<file path="src/rtl/alu_pkg.sv">
// Shared definitions for the 4-bit ALU tile self-test: opcode encoding,
// operand/status byte layouts, sweep FSM states and the MISR helpers.
package alu_pkg;

    // ALU opcode encoding as seen on alu_in[7:5].
    typedef enum logic [2:0] {
        OP_ADD = 3'd0,
        OP_SUB = 3'd1,
        OP_AND = 3'd2,
        OP_OR  = 3'd3,
        OP_XOR = 3'd4,
        OP_NOT = 3'd5,
        OP_SHL = 3'd6,
        OP_SHR = 3'd7
    } alu_op_e;

    // Signature register constants (CRC-16/CCITT polynomial, all-ones seed).
    localparam logic [15:0] MISR_POLY = 16'h1021;
    localparam logic [15:0] MISR_SEED = 16'hFFFF;

    // Byte driven into the ALU: [7:5]=opcode, [4]=B, [3:0]=A.
    typedef struct packed {
        logic [2:0] op;
        logic       b;
        logic [3:0] a;
    } alu_in_t;

    // Status byte returned by the ALU: [7:6] reserved (must read 0),
    // [5]=zero, [4]=carry, [3:0]=result.
    typedef struct packed {
        logic [1:0] rsvd;
        logic       zero;
        logic       carry;
        logic [3:0] result;
    } alu_out_t;

    // Sweep sequencer states.
    typedef enum logic [1:0] {
        ST_IDLE   = 2'd0,
        ST_DRIVE  = 2'd1,
        ST_SAMPLE = 2'd2,
        ST_FINISH = 2'd3
    } sweep_state_e;

    // Result of searching the opcode mask for the next enabled opcode.
    typedef struct packed {
        logic       valid;
        logic [2:0] op;
    } op_sel_t;

    // Lowest enabled opcode that is >= 'from'. 'from' is 4 bits wide so a
    // search starting past the last opcode (8) simply finds nothing.
    function automatic op_sel_t find_op(input logic [7:0] mask, input logic [3:0] from);
        op_sel_t sel;
        sel.valid = 1'b0;
        sel.op    = 3'd0;
        // Walk downwards so the lowest qualifying opcode is the last one kept.
        for (int i = int'(OP_SHR); i >= 0; i--) begin
            if (i >= int'(from) && mask[i]) begin
                sel.valid = 1'b1;
                sel.op    = i[2:0];
            end
        end
        return sel;
    endfunction

    // One MISR step: shift left, fold in the status byte, apply the
    // polynomial when the bit shifted out was set.
    function automatic logic [15:0] misr_step(input logic [15:0] sig, input logic [7:0] data);
        return {sig[14:0], 1'b0} ^ {8'h00, data} ^ (sig[15] ? MISR_POLY : 16'h0000);
    endfunction

endpackage

</file>
<file path="src/rtl/alu_sweep_misr.sv">
// 16-bit multiple-input signature register that compresses the ALU status
// bytes of a sweep. Reloads the seed on load_seed, advances on shift_en.
module alu_sweep_misr
    import alu_pkg::*;
(
    input  logic        clk,
    input  logic        rst,
    input  logic        load_seed,
    input  logic        shift_en,
    input  logic [7:0]  data,
    output logic [15:0] signature
);

    // Signature register: seed on reset or sweep start, fold one sample per shift.
    always_ff @(posedge clk or posedge rst) begin
        // NOTE: clocked state uses non-blocking assignments so every register
        // samples pre-edge values, independent of block evaluation order.
        if (rst) begin
            signature <= MISR_SEED;
        end else if (load_seed) begin
            signature <= MISR_SEED;
        end else if (shift_en) begin
            signature <= misr_step(signature, data);
        end
    end

endmodule

</file>
<file path="src/rtl/alu_sweep_driver.sv">
// Self-test sequencer for the 4-bit ALU tile. On start it walks every
// {opcode, B, A} vector of the enabled opcodes in ascending order, holds
// each for SETTLE cycles, samples the status byte and accumulates a MISR
// signature plus vector, zero-flag and carry-flag counts.
module alu_sweep_driver
    import alu_pkg::*;
#(
    parameter logic [7:0] OP_MASK = 8'hFF,
    parameter int         SETTLE  = 1
) (
    input  logic        clk,
    input  logic        rst,
    input  logic        start,
    output logic [7:0]  alu_in,
    input  logic [7:0]  alu_out,
    output logic        busy,
    output logic        done,
    output logic [15:0] signature,
    output logic [8:0]  vec_count,
    output logic [8:0]  zero_count,
    output logic [8:0]  carry_count,
    output logic        error
);

    // Settle counter reload: DRIVE lasts SETTLE cycles, counting down to 0.
    localparam logic [3:0] SETTLE_LAST = 4'(SETTLE - 1);

    sweep_state_e state;
    alu_in_t      index;
    logic [3:0]   settle_cnt;

    alu_out_t     sample;
    op_sel_t      first_op;
    op_sel_t      next_op;
    alu_in_t      next_index;
    logic         at_op_end;
    logic         more_vecs;
    logic         accept;
    logic         shift_en;

    // index is cleared whenever the sweep is not running, so it doubles as
    // the registered alu_in value (0 in IDLE and FINISH).
    assign alu_in = index;
    assign sample = alu_out;

    // First enabled opcode depends only on the mask and folds to a constant.
    assign first_op = find_op(OP_MASK, 4'd0);

    // Next-vector selection: step within an opcode, or jump from x1F straight
    // to x00 of the next enabled opcode so masked opcodes cost no cycles.
    always_comb begin
        // NOTE: every signal written here gets a value on every path before
        // any conditional override, otherwise a latch would be inferred.
        at_op_end  = ({index.b, index.a} == 5'h1F);
        next_op    = find_op(OP_MASK, {1'b0, index.op} + 4'd1);
        next_index = alu_in_t'(index + 8'd1);
        if (at_op_end) begin
            next_index = '{op: next_op.op, b: 1'b0, a: 4'h0};
        end
        more_vecs  = !at_op_end || next_op.valid;
    end

    // start is level-sampled and only honoured in IDLE; the MISR reseeds on
    // the accepting edge and advances on the edge that ends each SAMPLE.
    assign accept   = (state == ST_IDLE) && start;
    assign shift_en = (state == ST_SAMPLE);

    alu_sweep_misr u_misr (
        .clk       (clk),
        .rst       (rst),
        .load_seed (accept),
        .shift_en  (shift_en),
        .data      (sample),
        .signature (signature)
    );

    // Sweep FSM with registered outputs, vector index and result counters.
    always_ff @(posedge clk or posedge rst) begin
        if (rst) begin
            state       <= ST_IDLE;
            index       <= '0;
            settle_cnt  <= '0;
            busy        <= 1'b0;
            done        <= 1'b0;
            vec_count   <= '0;
            zero_count  <= '0;
            carry_count <= '0;
            error       <= 1'b0;
        end else begin
            done <= 1'b0;
            unique case (state)
                ST_IDLE: begin
                    if (start) begin
                        vec_count   <= '0;
                        zero_count  <= '0;
                        carry_count <= '0;
                        error       <= 1'b0;
                        if (first_op.valid) begin
                            state      <= ST_DRIVE;
                            index      <= '{op: first_op.op, b: 1'b0, a: 4'h0};
                            settle_cnt <= SETTLE_LAST;
                            busy       <= 1'b1;
                        end else begin
                            // Nothing to sweep: report completion immediately.
                            state <= ST_FINISH;
                            done  <= 1'b1;
                        end
                    end
                end

                ST_DRIVE: begin
                    if (settle_cnt == 4'd0) begin
                        state <= ST_SAMPLE;
                    end else begin
                        settle_cnt <= settle_cnt - 4'd1;
                    end
                end

                ST_SAMPLE: begin
                    // At most 256 samples per sweep, so 9-bit counts never wrap.
                    vec_count   <= vec_count + 9'd1;
                    zero_count  <= zero_count + 9'(sample.zero);
                    carry_count <= carry_count + 9'(sample.carry);
                    error       <= error | (|sample.rsvd);
                    if (more_vecs) begin
                        state      <= ST_DRIVE;
                        index      <= next_index;
                        settle_cnt <= SETTLE_LAST;
                    end else begin
                        state <= ST_FINISH;
                        index <= '0;
                        busy  <= 1'b0;
                        done  <= 1'b1;
                    end
                end

                ST_FINISH: begin
                    // start is ignored here; a held start is seen next in IDLE.
                    state <= ST_IDLE;
                end

                default: begin
                    state <= ST_IDLE;
                end
            endcase
        end
    end

endmodule

</file>
<file path="config.mk">
export PLATFORM = sky130hd
export DESIGN_NAME = alu_sweep_driver
export DESIGN_NICKNAME = d
export VERILOG_FILES = /design/src/rtl/alu_pkg.sv /design/src/rtl/alu_sweep_misr.sv /design/src/rtl/alu_sweep_driver.sv
export SDC_FILE = /design/constraint.sdc
export NUM_CORES = 1
export LEC_CHECK = 0
export BUFFER_PORTS_ARGS = -buffer_cell sky130_fd_sc_hd__buf_2
export CAP_MARGIN = 20
export CORE_MARGIN = 1
export CORE_UTILIZATION = 45
export CTS_BUF_LIST = sky130_fd_sc_hd__clkbuf_8 sky130_fd_sc_hd__clkbuf_16
export DETAILED_ROUTE_END_ITERATION = 8
export PLACE_DENSITY = 0.65
export SYNTH_ARGS = -nofsm -noshare
export SYNTH_HDL_FRONTEND = slang
export SYNTH_HIERARCHICAL = 1
export SYNTH_SLANG_ARGS = --single-unit
</file>
<file path="constraint.sdc">
create_clock -name clk -period 4.5 [get_ports clk]
set_clock_uncertainty 0.2 [all_clocks]
set_input_delay 0.225 -clock clk [delete_from_list [all_inputs] [get_ports clk]]
set_output_delay 0.225 -clock clk [all_outputs]
set_load 0.02 [all_outputs]
</file>
# ---- Yosys cells after proc, flatten, opt, wreduce, memory -nomap -nowiden
# Cells that the tools add are included.
dict set report totals {
  inputBits 11
  wordCells 85
  register_bits 60
  out_inout_bits 54
}
dict set report op_classes {
  addsub 6
  n_mux 34
  n_eq_ne 9
  bitwise_logic 3
  order_cmp 8
  reduce_logical 13
}
# cell n
set op_table {}
lappend op_table {{9-bit one-hot mux with 2 select lines} 3}
lappend op_table {{4-bit 2-to-1 mux} 11}
lappend op_table {{16-bit 2-to-1 mux} 2}
lappend op_table {{8-bit 2-to-1 mux} 3}
lappend op_table {{9-bit by 1-bit adder with 9-bit output} 2}
lappend op_table {{3-bit by 4-bit greater-or-equal comparator with 1-bit output, first input constant} 4}
lappend op_table {{8-bit one-hot mux with 2 select lines} 1}
lappend op_table {{16-bit bitwise XOR} 1}
lappend op_table {{16-bit by 8-bit bitwise XOR with 16-bit output} 1}
lappend op_table {{13-bit 2-to-1 mux} 1}
lappend op_table {{4-bit one-hot mux with 3 select lines} 1}
lappend op_table {{2-bit != test, second input constant} 5}
lappend op_table {{9-bit by 1-bit adder with 9-bit output, second input constant} 1}
lappend op_table {{9-bit 2-to-1 mux} 1}
lappend op_table {{8-bit by 1-bit adder with 8-bit output, second input constant} 1}
lappend op_table {{1-bit by 4-bit greater-or-equal comparator with 1-bit output, first input constant} 2}
lappend op_table {{2-bit by 4-bit greater-or-equal comparator with 1-bit output, first input constant} 2}
lappend op_table {{2-bit one-hot mux with 4 select lines} 1}
lappend op_table {{2-bit 2-to-1 mux} 3}
lappend op_table {{5-bit equality test, second input constant} 1}
lappend op_table {{1-bit 2-to-1 mux} 5}
lappend op_table {{3-bit by 1-bit adder with 4-bit output, second input constant} 1}
lappend op_table {{2-bit equality test, second input constant} 2}
lappend op_table {{4-bit zero test} 1}
lappend op_table {{other kinds (14)} 17}

# ---- Logic depth before layout (Yosys ltp)
dict set report logic_depth {
  word_depth 13
  mapped_depth 8
  mapped_depth_nobuf 7
}

# ---- Modules after synthesis
# The synthesis kept the hierarchy.
# mod area_per_inst_um2 instances cells_per_inst
set by_module_without_submodules {}
lappend by_module_without_submodules {alu_sweep_driver 2302.2 1 239}
lappend by_module_without_submodules {alu_sweep_misr 784.5 1 63}

# ---- Worst setup path before layout
# Ideal clock, no wire load.
dict set report synth_timing {
  path_type {register -> register}
  from {register index (netlist bit alu_in[0])}
  to {register index (netlist bit alu_in[7])}
  period_less_slack_ns 2.266
  setup_ns 0.082
  path_slack_ns 2.234
  arrival_ns 1.984
  stages_incl_launch_ff 9
  cell_sequence {dfrtp_1 ha_1 and3_1 ha_1 buf_6 nor3b_1 a311oi_2 a21bo_1 a31oi_1}
}
dict set report synth_between {
  elab_chain_len 5
  elab_cells_between_ends 7
  classes_between {add/sub: 1; eq/ne: 1; mux: 3; reduce/logical: 2}
}
# item line
set synth_rtl {}
lappend synth_rtl {{start, declared} alu_sweep_driver.sv:29} ;# alu_in_t index;
lappend synth_rtl {{start signal, assigned} alu_sweep_driver.sv:100} ;# index <= '{op: first_op.op, b: 1'b0, a: 4'h0};
lappend synth_rtl {{start signal, assigned} alu_sweep_driver.sv:127} ;# index <= next_index;
lappend synth_rtl {{parallel branches: the longest is 3 deep, another holds 8-bit by 1-bit adder with 8-bit output} n/a}
lappend synth_rtl {{8-bit 2-to-1 mux *} alu_sweep_driver.sv:125} ;# if (more_vecs) begin
lappend synth_rtl {{8-bit one-hot mux with 2 select lines *} alu_sweep_driver.sv:91} ;# unique case (state)
# Every way passes the cells marked *.
# A chain may end at the register's enable or synchronous reset.

# ---- Worst setup path in the final report
# Same ends and word-level chain as after synthesis.

==> results list <==
- Post-synth net total: 323
- 65 I/O pins were placed.
- After synthesis, the share of flip-flops with an asynchronous set or reset is 1.000.
* TritonCTS clock tree: yes
- LEAKAGE: 1.767 nW
- The share of the Yosys chip area taken by registers is 0.4929.
- Dividing the final minimum period by the clock period gives 0.5071.
- During placement, the flow inserted port buffers numbering 64.
* Pwr Density: 582.9 mW/mm^2
- The later pin in the worst-skew pair is clocked with a latency of 0.34 ns.
- CP Cell Sequence: ha_1 > and3_1 > ha_1 > nor3b_1 > a311oi_2 > a21bo_1 > a31oi_1
* Setup repair after global routing missed its margin: false
* Fraction of final layout cells with drive strength greater than 1: 0.2911
- Count of state elements after synthesis: 60
* Number of flops mapped to enable cells by yosys: 0
- Core region area: 0.006495 sq mm
- Arrival @ worst endpoint: 2.34 ns
- The layout has 596 filler cells.
- Total congestion overflow: 0
- DIE AREA: 0.007194 sq mm
* Routed wire length per instance: 14.21 um
- Actual transition at the worst max-transition pin: 0.9269 ns
* Most frequent standard cell in the layout excluding fill and tap cells: sky130_fd_sc_hd__buf_2
* CTS H-Tree Depth: 3
* Dominant register cell in the synthesized netlist: sky130_fd_sc_hd__dfrtp_1
- The run finished, with violations left.
- GRT Resource Usage Total: 0.1902
- Count of yosys warnings during synthesis: 6
- Compared with the post-synthesis result, the final layout area differs by 17.47%.
- Power after layout: 2.114 mW
- Setup TNS: 0 ns
- Highest-count cells in the layout ignoring fill and taps: sky130_fd_sc_hd__buf_2, sky130_fd_sc_hd__dfrtp_1, sky130_fd_sc_hd__o21ai_0
* Final Cell Area: 0.003626 sq mm
- Average cell area after synthesis: 10.22 sq um
- Largest net degree at the start of global routing: 49
- Hold Path Class: in2reg
* Net count reported at finish: 387
* Sort of element at the end of the critical path: register
- Element type at the critical path start: register
- Initial antenna violation count: 0
- The final hold violation count is 0.
- Max-slew violation count: 0
- Count of max-cap constraint violations: 0
* Total wire length: 6365 um
- No sink is reached through more buffers than the 2 on the longest clock path.
- Final-report setup violation count: 0
- Via count of the first global-routing pass: 2,233
- Worst slew margin relative to its limit: 0.3812
* Final worst path period need: 2.282 ns
- The number of antenna diodes in the final layout is 0.
* Detailed-placement wirelength estimate: 4179 um
- In the routed design, unresolved DRC markers number 7.
- The initial utilization of the core area, before any placement, comes to 0.4752.
- Largest stage delay on the critical path: 0.43 ns
- The final reports fail on DRC.
- Worst hold margin: 0.02521 ns
* Vias/cell: 5.576
- Count of different cell masters after synthesis: 50
- Clock sink total: 60
* VDD IR-drop max: 0.3746 mV
* CP most frequent cell: sky130_fd_sc_hd__ha_1
* Antenna-violating nets left: 0
- The first global-routing pass estimated 10,660 um of wire.
* Register clock-pin slew on the reported worst setup and hold paths: 0.07 ns
- Horizontal die dimension: 84.82 um
* Number of instances resized during post-cts repair: 0
* Vias: 2,498
* Detailed Route Iter0 Violations: 145
- The first TritonRoute pass finished after 7 iterations.
- The placed instances occupy a cell area of 0.003453 sq mm.
* Cell area after technology mapping: 0.003087 sq mm
- Number of standard cells after synthesis: 302
* Global placement routability congestion: 0.7989
- The floorplan step set the die height to 84.82 um.
- Buffer cell driving the clock tree root: sky130_fd_sc_hd__clkbuf_8
* Cell with the largest stage delay on the worst path: sky130_fd_sc_hd__dfrtp_1
* Worst Setup Path Type: reg2reg
- Highest attainable clock frequency: 438.2 MHz
- At the worst endpoint, the required time is 4.56 ns.
- The initialized floorplan defines 29 standard-cell rows.
* Number of clock buffers inserted by TritonCTS: 9
- Crit path max fanout: 9
cell usage after synthesis, types with 10 or more instances:
cell,instances,share of area
sky130_fd_sc_hd__dfrtp_1,44,0.36
sky130_fd_sc_hd__a21oi_1,10,0.016
sky130_fd_sc_hd__a211o_1,16,0.045
sky130_fd_sc_hd__dfstp_2,16,0.14
sky130_fd_sc_hd__ha_1,10,0.041
sky130_fd_sc_hd__o21ai_0,41,0.066
sky130_fd_sc_hd__xor2_1,12,0.034
sky130_fd_sc_hd__nor2b_1,16,0.032
sky130_fd_sc_hd__inv_1,11,0.013
sky130_fd_sc_hd__nand2_1,18,0.022
sky130_fd_sc_hd__a22o_1,10,0.028
sky130_fd_sc_hd__nor2_1,17,0.021
metrics by stage:
step,utilization,worst slack [ns],std cells
finish,0.5583,2.218,448
global route,0.5583,2.097,448
CTS,0.5583,2.227,448
detailed placement,0.5317,2.236,431
global placement,0.5300,2.284,430
floorplan,-,2.234,302
kinds of logic (layout without fill, tap and decap cells):
group | Yosys count | in the layout | share of synthesized area
multiplexers | 2 | 2 | 0.008511
AO/OA/AOI/OAI | 97 | 97 | 0.2084
XOR/XNOR | 14 | 14 | 0.04459
adder cells (fa/ha/maj) | 10 | 10 | 0.04054
AND/OR/NAND/NOR | 92 | 92 | 0.1630
buffers and inverters | 27 | 96 | 0.04215
flip-flops | 60 | 60 | 0.4929
metal layers:
| metal | global-route usage | wire length (um) | vias up |
|---|---|---|---|
| met1 | 0.2669 | 3189 | 1201 |
| met2 | 0.2786 | 2821 | 72 |
| li1 | - | - | 1216 |
| met3 | 0.04475 | 257 | 9 |
| met4 | 0.09245 | 97 | 0 |
| met5 | 0 | 0 | - |
state kept, by name (all words and copies together), names as in the netlist:
name and cells:
alu_in 8, busy 1, carry_count 9, done 1
error 1, settle_cnt 4, state 2, u_misr/signature 16
vec_count 9, zero_count 9
final timing paths:
kind                            slack [ns]        from  cells after the start            to
worst min register to register        0.28        busy                      1          busy
worst min-delay path                  0.03  alu_out[6]                      3         error
min in group asynchronous             0.46         rst                      3         error
worst max-delay path                  2.22   alu_in[0]                      7     alu_in[7]
max in group asynchronous             3.06         rst                      3  vec_count[3]
worst max register to register        2.22   alu_in[0]                      7     alu_in[7]
critical path: cells and delay by family (launching register included):
family          cells  cell delay, ns
compound gates      3            0.65
fa+ha+maj           2            0.55
flops               1            0.43
simple gates        2            0.39
area by class of cell:
type / instances / area (sq um) / area share
Tap cell: 77 / 96.34 / 0.02657
Sequential cell: 60 / 1521 / 0.4196
Clock inverter: 6 / 25.02 / 0.006901
Clock buffer: 10 / 137.6 / 0.03796
Multi-Input combinational cell: 215 / 1444 / 0.3982
Inverter: 12 / 45.04 / 0.01242
Timing Repair Buffer: 68 / 356.6 / 0.09834
power by group:
group	leakage [nW]	switching, mW	internal, mW
logic	0.902	0.484	0.359
registers	0.765	0.142	0.724
clock network	0.101	0.200	0.205
what timing repair did:
item | 4_1_cts | 5_1_grt
hold endpoints to repair | 44 | 0
buffers inserted | 0 | 0
hold buffers | 1 | 0
No activity file was read; power rests on OpenSTA's default activity.
